`src/rtl/addsub_pkg.sv`:
```
// Shared types and constants for the add/subtract pipeline.
// Latency: none (declarations only).
// Backpressure: not applicable.
package addsub_pkg;

   // Operation select, encoded as {accumulate, subtract}
   typedef enum logic [1:0] {
      OP_ADD     = 2'b00,
      OP_SUB     = 2'b01,
      OP_ACC_ADD = 2'b10,
      OP_ACC_SUB = 2'b11
   } op_e;

   // Bit positions inside the 4-bit {N, Z, V, C} flag vector
   localparam int FLAG_C = 0;
   localparam int FLAG_V = 1;
   localparam int FLAG_Z = 2;
   localparam int FLAG_N = 3;
   localparam int FLAG_W = 4;

endpackage

```
`src/rtl/addsub_core.sv`:
```
// Combinational WIDTH-bit adder/subtractor producing sum and {N, Z, V, C}.
// Latency: purely combinational, zero cycles.
// Backpressure: none; the caller registers and handshakes the result.
module addsub_core
   import addsub_pkg::*;
#(
   parameter int WIDTH = 4
) (
   input  logic [WIDTH-1:0]  x,
   input  logic [WIDTH-1:0]  y,
   input  logic              sub,
   output logic [WIDTH-1:0]  sum,
   output logic [FLAG_W-1:0] flags
);

   logic [WIDTH-1:0] y_eff;
   logic [WIDTH:0]   full;

   // Subtraction is x + ~y + 1, computed one bit wider to expose the carry-out
   assign y_eff = sub ? ~y : y;
   assign full  = {1'b0, x} + {1'b0, y_eff} + {{WIDTH{1'b0}}, sub};
   assign sum   = full[WIDTH-1:0];

   // Flag derivation: carry becomes borrow when subtracting (inverted carry-out);
   // overflow compares against the effective addend so one rule covers both ops
   always_comb begin
      flags         = '0;
      flags[FLAG_C] = full[WIDTH] ^ sub;
      flags[FLAG_V] = (x[WIDTH-1] == y_eff[WIDTH-1]) && (sum[WIDTH-1] != x[WIDTH-1]);
      flags[FLAG_Z] = (sum == '0);
      flags[FLAG_N] = sum[WIDTH-1];
   end

endmodule

```
`src/rtl/addsub_pipe.sv`:
```
// Registered add/sub unit with accumulator, status flags and valid/ready handshakes.
// Latency: one cycle from input acceptance to out_valid; one result per cycle.
// Backpressure: in_ready drops while a result is held and out_ready is low; output stays stable.
module addsub_pipe
   import addsub_pkg::*;
#(
   parameter int WIDTH = 4
) (
   input  logic              clk,
   input  logic              rst_n,
   input  logic              en,
   input  logic              clr,
   input  logic              in_valid,
   output logic              in_ready,
   input  logic [1:0]        op,
   input  logic [WIDTH-1:0]  input_a,
   input  logic [WIDTH-1:0]  input_b,
   output logic              out_valid,
   input  logic              out_ready,
   output logic [WIDTH-1:0]  output_c,
   output logic [FLAG_W-1:0] flags
);

   op_e               op_sel;
   logic              acc_op;
   logic              sub_op;
   logic              accept;
   logic [WIDTH-1:0]  acc;
   logic [WIDTH-1:0]  acc_eff;
   logic [WIDTH-1:0]  core_x;
   logic [WIDTH-1:0]  core_y;
   logic [WIDTH-1:0]  core_sum;
   logic [FLAG_W-1:0] core_flags;

   assign op_sel = op_e'(op);
   assign acc_op = (op_sel == OP_ACC_ADD) || (op_sel == OP_ACC_SUB);
   assign sub_op = (op_sel == OP_SUB)     || (op_sel == OP_ACC_SUB);

   // A slot is free when nothing is held or the held result leaves this cycle
   assign in_ready = en && (!out_valid || out_ready);
   assign accept   = in_valid && in_ready;

   // Clear takes effect on the operand in the same cycle, so clr + ACC op starts from zero
   assign acc_eff = clr ? '0 : acc;
   assign core_x  = acc_op ? acc_eff : input_a;
   assign core_y  = acc_op ? input_a : input_b;

   addsub_core #(
      .WIDTH (WIDTH)
   ) u_core (
      .x     (core_x),
      .y     (core_y),
      .sub   (sub_op),
      .sum   (core_sum),
      .flags (core_flags)
   );

   // Accumulator: accepted ACC ops load the result; otherwise clr zeroes it, independent of en
   always_ff @(posedge clk or negedge rst_n) begin
      if (!rst_n) begin
         acc <= '0;
      end else if (accept && acc_op) begin
         acc <= core_sum;
      end else if (clr) begin
         acc <= '0;
      end
   end

   // Output register: load on acceptance, drop valid on a drain-only handshake, hold data otherwise
   always_ff @(posedge clk or negedge rst_n) begin
      if (!rst_n) begin
         out_valid <= 1'b0;
         output_c  <= '0;
         flags     <= '0;
      end else if (accept) begin
         out_valid <= 1'b1;
         output_c  <= core_sum;
         flags     <= core_flags;
      end else if (out_valid && out_ready) begin
         out_valid <= 1'b0;
      end
   end

endmodule

```
`config.mk`:
```
export PLATFORM = sky130hd
export DESIGN_NAME = addsub_pipe
export DESIGN_NICKNAME = d
export VERILOG_FILES = /design/src/rtl/addsub_pkg.sv /design/src/rtl/addsub_core.sv /design/src/rtl/addsub_pipe.sv
export SDC_FILE = /design/constraint.sdc
export NUM_CORES = 1
export LEC_CHECK = 0
export ABC_AREA = 0
export ABC_CLOCK_PERIOD_IN_PS = 3300
export BUFFER_PORTS_ARGS = -buffer_cell sky130_fd_sc_hd__clkbuf_2
export CAP_MARGIN = 30
export CORE_MARGIN = 8
export CORE_UTILIZATION = 50
export DETAILED_ROUTE_END_ITERATION = 8
export HOLD_SLACK_MARGIN = 0.15
export PLACE_DENSITY_LB_ADDON = 0.3
export RECOVER_POWER = 100
export SYNTH_ARGS = -nofsm -noshare
export SYNTH_HDL_FRONTEND = slang
export SYNTH_HIERARCHICAL = 1
export SYNTH_SLANG_ARGS = --single-unit
export TNS_END_PERCENT = 50
```
`constraint.sdc`:
```
create_clock -name clk -period 3.3 [get_ports clk]
set_input_delay 0 -clock clk [delete_from_list [all_inputs] [get_ports clk]]
set_output_delay 0 -clock clk [all_outputs]
set_load 0.005 [all_outputs]
```
==> metrics, run 1 <==
Core Region about 0.0017 mm^2; Net Switching 161 uW; internal power ~350 uW; Min Clock Period, post-route 2.38 ns; Synth Warn # 6; die area 0.00344 mm^2; Hold Vio Cnt, Final 0; outcome completed; Worst-path clk slew 0.08 ns; Synth Register Bits 13; global placement routability congestion 0.775; HP Class in2reg; Worst Reg-to-Reg Cells 8; Sw Share 0.314; commonest cells after routing, fill and taps aside clkbuf_2, dfrtp_1, mux2_2; post-synthesis cell area 911 um^2; Seq pwr share 0.433; Final #Nets 122; Final period util 0.721; vias in the first global route ~670; Setup Skew 0.000717 ns; antenna cells 0; Fillers 165; final non-filler cell total between 100 and 150; most common cell after layout, fill and taps aside clkbuf_2; data required time of the critical path 3.52 ns; number of antenna violations at the first check in global routing 0; RSZ-0062 raised after global routing false; first drt pass iteration count 2; Rel. slew slack 0.424; final wirelength 1770 um; library cells used by synthesis 24; initial drt markers 1; P_leak 0.000517 uW; PortBufs 25; Post CTS Setup Buffer Count 0; worst vdd rail ir drop 0.000448 V; Setup Viol. Count Final 0; Seq/Total Area, Yosys 0.357; largest net degree at the start of global routing 14; logic gate share of total power 0.374; Cell Chain, Critical Path nor2b_1 -> mux2_1 -> ha_1 -> nand2_1 -> o21ai_0 -> xor2_2 -> nor4_1 -> mux2_4; CTS Root Cell clkbuf_4; Inst Count DP around 120; CP Buf/Inv Count 0; Critical Path End Type register; H-Tree Depth 1; Initial Utilization 0.528; hold depth 3; first-pass GRT wire length 3160 um; TritonCTS buffer count 3; cells after synthesis 72; clock share of power 0.193; Avg WL per Cell approximately 14 um; crit-path max cell delay 0.38 ns; Syn-to-layout area delta 15.2%; power density over the cells 490 mW/mm^2; vias 620; worst-margin pin slew around 0.86 ns; number of cells on the critical path 8; remaining global-route overflow 0; row cnt 15; Max Buffers Root-to-Sink 2; layout cell share with drive strength beyond 1 0.366; CTS tree built; drt via density 4.92; Clock Latency Late Sink around 0.27 ns; clock sink count 13; Die H 58.7 um; HPWL Detailed 1440 um; max frequency 0.420 GHz; worst-path fanout max 4; critical path's slowest cell o21ai_0; I/O Pins 26; overall global routing resource usage 0.116; syn nets 92; Mean Syn Cell Area 12.7 um^2; setup TNS 0 ns; Top delay family on crit path simple AND/OR/NAND/NOR gates; startpoint types register; worst path arrival time approximately 2.6 ns; WS Path Type reg2reg; Slew Viols, Final 0; remaining antenna violation count 0; max-cap violations 0; DRC viols 0; Die Width 58.7 um
flip-flops by register name, summed over array words and instances (netlist names):
name,cells
acc,4
out_valid,1
flags,4
output_c,4
worst register-to-register path, stage by stage, from the launching register on:
cell     delay, ns
dfrtp_1       0.36
nor2b_1       0.14
mux2_1        0.31
ha_1          0.36
nand2_1       0.06
o21ai_0       0.38
xor2_2        0.17
nor4_1        0.34
mux2_4        0.21
cell type report:
| type | count | area (um^2) | share of cell area |
|---|---|---|---|
| clock buffer | 4 | 26.3 | 0.0250 |
| inverter | 4 | 15.0 | 0.0143 |
| multi-input combinational | 50 | 485 | 0.462 |
| sequential | 13 | 325 | 0.310 |
| tap | 25 | 31.3 | 0.0298 |
| timing repair buffer | 30 | 166 | 0.159 |
final timing paths:
kind                            slack [ns]   startpoint           to
worst min register to register        0.50  output_c[1]  output_c[1]
worst max register to register        0.92       acc[2]     flags[2]
worst max-delay path                  0.92       acc[2]     flags[2]
min in group asynchronous             0.30        rst_n  output_c[0]
worst min-delay path                  0.18          clr       acc[0]
max in group asynchronous             2.54        rst_n       acc[0]
power by group through the flow:
stage	Clock, uW	Sequential [uW]	Combinational [uW]
global placement	0	226	219
CTS	104	225	230
floorplan	0	229	153
global route	113	229	216
detailed placement	0	228	223
finish	99.2	222	192
layer usage:
layer	wire length [um]	vias to the layer above	global-route usage
met3	125	2	0.0500
met5	0	-	0
met4	10	0	0.0307
met2	851	18	0.186
met1	781	298	0.140
li1	-	302	-
timing repair:
action | CTS | global route
gates resized for setup | 0 | 0
endpoints found under the hold margin | 18 | 0
hold buffers | 5 | 0
synthesized netlist by cell type (all sizes together):
library cell | number | area share
a21o | 1 | 0.0082
a21oi | 2 | 0.011
and2 | 1 | 0.0069
buf | 4 | 0.041
clkbuf | 1 | 0.0041
dfrtp | 13 | 0.36
fa | 1 | 0.022
ha | 3 | 0.041
inv | 4 | 0.016
mux2 | 20 | 0.28
mux2i | 1 | 0.015
nand2 | 3 | 0.012
nand2b | 1 | 0.015
nand4 | 1 | 0.014
nor2 | 1 | 0.0041
nor2b | 5 | 0.043
nor4 | 1 | 0.014
o21ai | 1 | 0.0096
xnor2 | 3 | 0.029
xor2 | 5 | 0.056
cell families (layout without fill, tap and decap cells):
group | after synthesis | after routing | synth area share
adders and majority gates | 4 | 4 | 0.0632
and+or+nand+nor | 13 | 13 | 0.109
AOI/OAI and AO/OA | 4 | 4 | 0.0289
DFF | 13 | 13 | 0.357
muxes | 21 | 21 | 0.295
buffers and inverters | 9 | 38 | 0.0618
xor gates and xnor gates | 8 | 8 | 0.0852
per-stage QoR:
step	setup WS, ns	power [uW]	hold slack [ns]	cell area (um^2)	utilization
finish	0.921	514	0.177	1050	0.608
global route	0.762	557	0.189	1050	0.608
detailed placement	1.19	450	-0.0858	1030	0.594
floorplan	1.33	382	-0.296	911	-
global placement	1.21	445	-0.0945	1030	0.594
CTS	1.15	559	0.155	1100	0.638
(Power assumes the default switching activity.)
==> run 2, diff against run 1 <==
--- a/config.mk
+++ b/config.mk
@@ -5,12 +5,12 @@
 export SDC_FILE = /design/constraint.sdc
 export NUM_CORES = 1
 export LEC_CHECK = 0
-export ABC_AREA = 0
-export ABC_CLOCK_PERIOD_IN_PS = 3300
+export ABC_AREA = 1
+export ABC_CLOCK_PERIOD_IN_PS = 2050
 export BUFFER_PORTS_ARGS = -buffer_cell sky130_fd_sc_hd__clkbuf_2
 export CAP_MARGIN = 30
 export CORE_MARGIN = 8
-export CORE_UTILIZATION = 50
+export CORE_UTILIZATION = 46
 export DETAILED_ROUTE_END_ITERATION = 8
 export HOLD_SLACK_MARGIN = 0.15
 export PLACE_DENSITY_LB_ADDON = 0.3
==> constraint.sdc (replaced) <==
create_clock -name clk -period 2.05 [get_ports clk]
set_input_delay 0 -clock clk [delete_from_list [all_inputs] [get_ports clk]]
set_output_delay 0 -clock clk [all_outputs]
set_load 0.005 [all_outputs]
==> run 2 against run 1 <==
Net effect:
- synthesized area is 4.7% higher
- via count increased by 46%
- critical path depth increased by 9
- highest routed layer unchanged
- total power increased by 53%
- critical endpoint is now flags[0]
==> metrics, run 2 <==
outcome completed; Final Util 0.603; Synth Area in XOR/XNOR 0.0367; commonest cells after routing, fill and taps aside nand2_1, inv_1, clkbuf_2; die area 0.00379 mm^2; synth top area cells dfrtp_1, nand2_1, inv_1; power density over the cells 664 mW/mm^2; pre-CTS setup slack about 0.094 ns; antenna cells 0; worst vdd rail ir drop approximately 0.00027 V; hold depth 5; Setup Viol. Count Final 0; final wirelength ~2100 um; Critical Path End Type register; Tot Pwr just under 800 uW; Die Width 61.5 um; Die H 61.5 um; Post-synth EDFFs 0; I/O Pins 26; PortBufs 25; Final period util 0.905; Largest regs acc (4), flags (4), output_c (4); worst-path fanout max 4; Slew Viols, Final 0; P_leak 0.000639 uW; largest family of logic cells by synthesized area simple AND/OR/NAND/NOR gates; most frequent cell after synthesis nand2_1; max frequency 0.539 GHz; Avg WL per Cell 10.8 um; drt via density 4.71; Syn-to-layout area delta 24.1%; remaining global-route overflow 0; Synth Area in Simple Gates 0.346; remaining antenna violation count 0; vias 904; max-cap violations 0; leading area contributor after synthesis dfrtp_1; HPWL Detailed 1600 um; area share of the largest cell type after synthesis 0.341; Synth async-reset ratio 1.00; Initial Utilization 0.486; Seq/Total Area, Yosys 0.341; overall global routing resource usage 0.132; most instantiated cells after synthesis nand2_1, inv_1, dfrtp_1, nand3_1, nor2_1; Mean Syn Cell Area 7.06 um^2; Post CTS Setup Buffer Count 0; global placement routability congestion 0.785; Core Region a little under 0.002 mm^2; TritonCTS buffer count 3; Worst Reg-to-Reg Cells 16; DRC viols 0; worst-margin pin slew 0.430 ns; Max Buffers Root-to-Sink 2; syn nets roughly 160; Rel. slew slack 0.713; PnR worst setup slack 0.194 ns; Hold Vio Cnt, Final 0; number of antenna violations at the first check in global routing 0; most common cell after layout, fill and taps aside nand2_1; first drt pass iteration count 4; multiplexer area fraction after synthesis 0; Min Clock Period, post-route 1.86 ns; CTS Root Cell clkbuf_4; post-synthesis adder-cell area fraction 0.0604; cells after synthesis around 140; ys flop type dfrtp_1; startpoint types input pin; Synth Register Bits 13; Synth Warn # 6; Setup Skew between 0.002 and 0.003 ns; first-pass GRT wire length 3830 um; CTS tree built; Final #Nets 186; clock sink count 13; HP Class in2reg; Worst-path clk slew 0.08 ns; layout cell share with drive strength beyond 1 0.242; initial drt markers 21; H-Tree Depth 1; data required time of the critical path 2.22 ns; Clock Latency Late Sink 0.27 ns; vias in the first global route 956; library cells used by synthesis 24; worst path arrival time between 2 and 2.5 ns; row cnt 16; post-synthesis compound-gate area fraction 0.0748; largest net degree at the start of global routing 22; post-synthesis cell area 953 um^2; WS Path Type in2reg; setup TNS 0 ns
==> run 2: changes by cell type in the layout (fill, tap and decap cells not counted), sizes merged, moves of 2 or more <==
cell and delta:
o21ai +4, nand3 +11, nor2b -5, nand2 +41, mux2 -20, dlygate4sd3 +3
inv +18, nor2 +11, xnor2 -2, a21oi +5, xor2 -2, nand4 +4
==> run 2: critical path: stages <==
cell,delay (ns)
dlygate4sd3_1,0.53
clkbuf_2,0.14
nor2_2,0.10
nand2_1,0.07
o21ai_2,0.08
inv_1,0.07
nand2_2,0.09
nand2_2,0.06
fa_2,0.34
inv_1,0.06
nand2_1,0.06
a21oi_2,0.14
nor2_1,0.05
nand2_1,0.05
nand2_1,0.06
nand3_1,0.08
nand2_1,0.05
==> run 2: layer usage <==
layer	part of all wire	vias up	routed length, um	global-route usage
met5	0	-	0	0
met4	0.013	0	27	0.0844
li1	-	474	-	-
met3	0.038	2	79	0.0167
met2	0.50	19	1030	0.229
met1	0.45	409	940	0.147
==> run 2: through the flow <==
step | cells | hold WS [ns] | instance area [um^2]
4_1_cts | 192 | 0.182 | 1170
6_report | 192 | 0.184 | 1180
3_5_place_dp | 180 | -0.0866 | 1060
5_1_grt | 192 | 0.260 | 1180
2_1_floorplan | 135 | -0.296 | 953
3_3_place_gp | 180 | -0.0940 | 1060
==> run 2: cell type report <==
type,instances,area (um^2)
Multi-Input combinational cell,93,518
Timing Repair Buffer,33,195
Inverter,22,85.1
Fill cell,214,778
Clock buffer,4,26.3
Sequential cell,13,325
Tap cell,27,33.8
==> run 2: kinds of logic (layout without fill, tap and decap cells) <==
group / Yosys count / after routing
AND/OR/NAND/NOR: 73 / 73
buffers and inverters: 29 / 59
flip-flops: 13 / 13
AO/OA/AOI/OAI: 12 / 12
adder cells (fa/ha/maj): 4 / 4
XOR/XNOR: 4 / 4
==> run 2: worst paths after layout <==
path,slack (ns),end,startpoint
worst min-delay path,0.18,flags[0],op[0]
worst max register to register,0.20,flags[0],acc[0]
min in group asynchronous,0.70,output_c[0],rst_n
worst min register to register,0.48,output_c[1],output_c[1]
max in group asynchronous,0.30,out_valid,rst_n
worst max-delay path,0.19,flags[0],clr
==> run 2: what timing repair did <==
item	CTS	global route
hold buffers	8	0
resized for setup	0	10
endpoints found under the setup margin	0	2
endpoints found under the hold margin	26	0
==> run 2: report_power, final <==
part	leakage (uW)	total, uW	internal [uW]	switching (uW)
logic	0.000455	296	120	176
clock network	0.0000150	160	75.4	84.2
registers	0.000169	330	305	24.9
total	0.000639	785	501	285
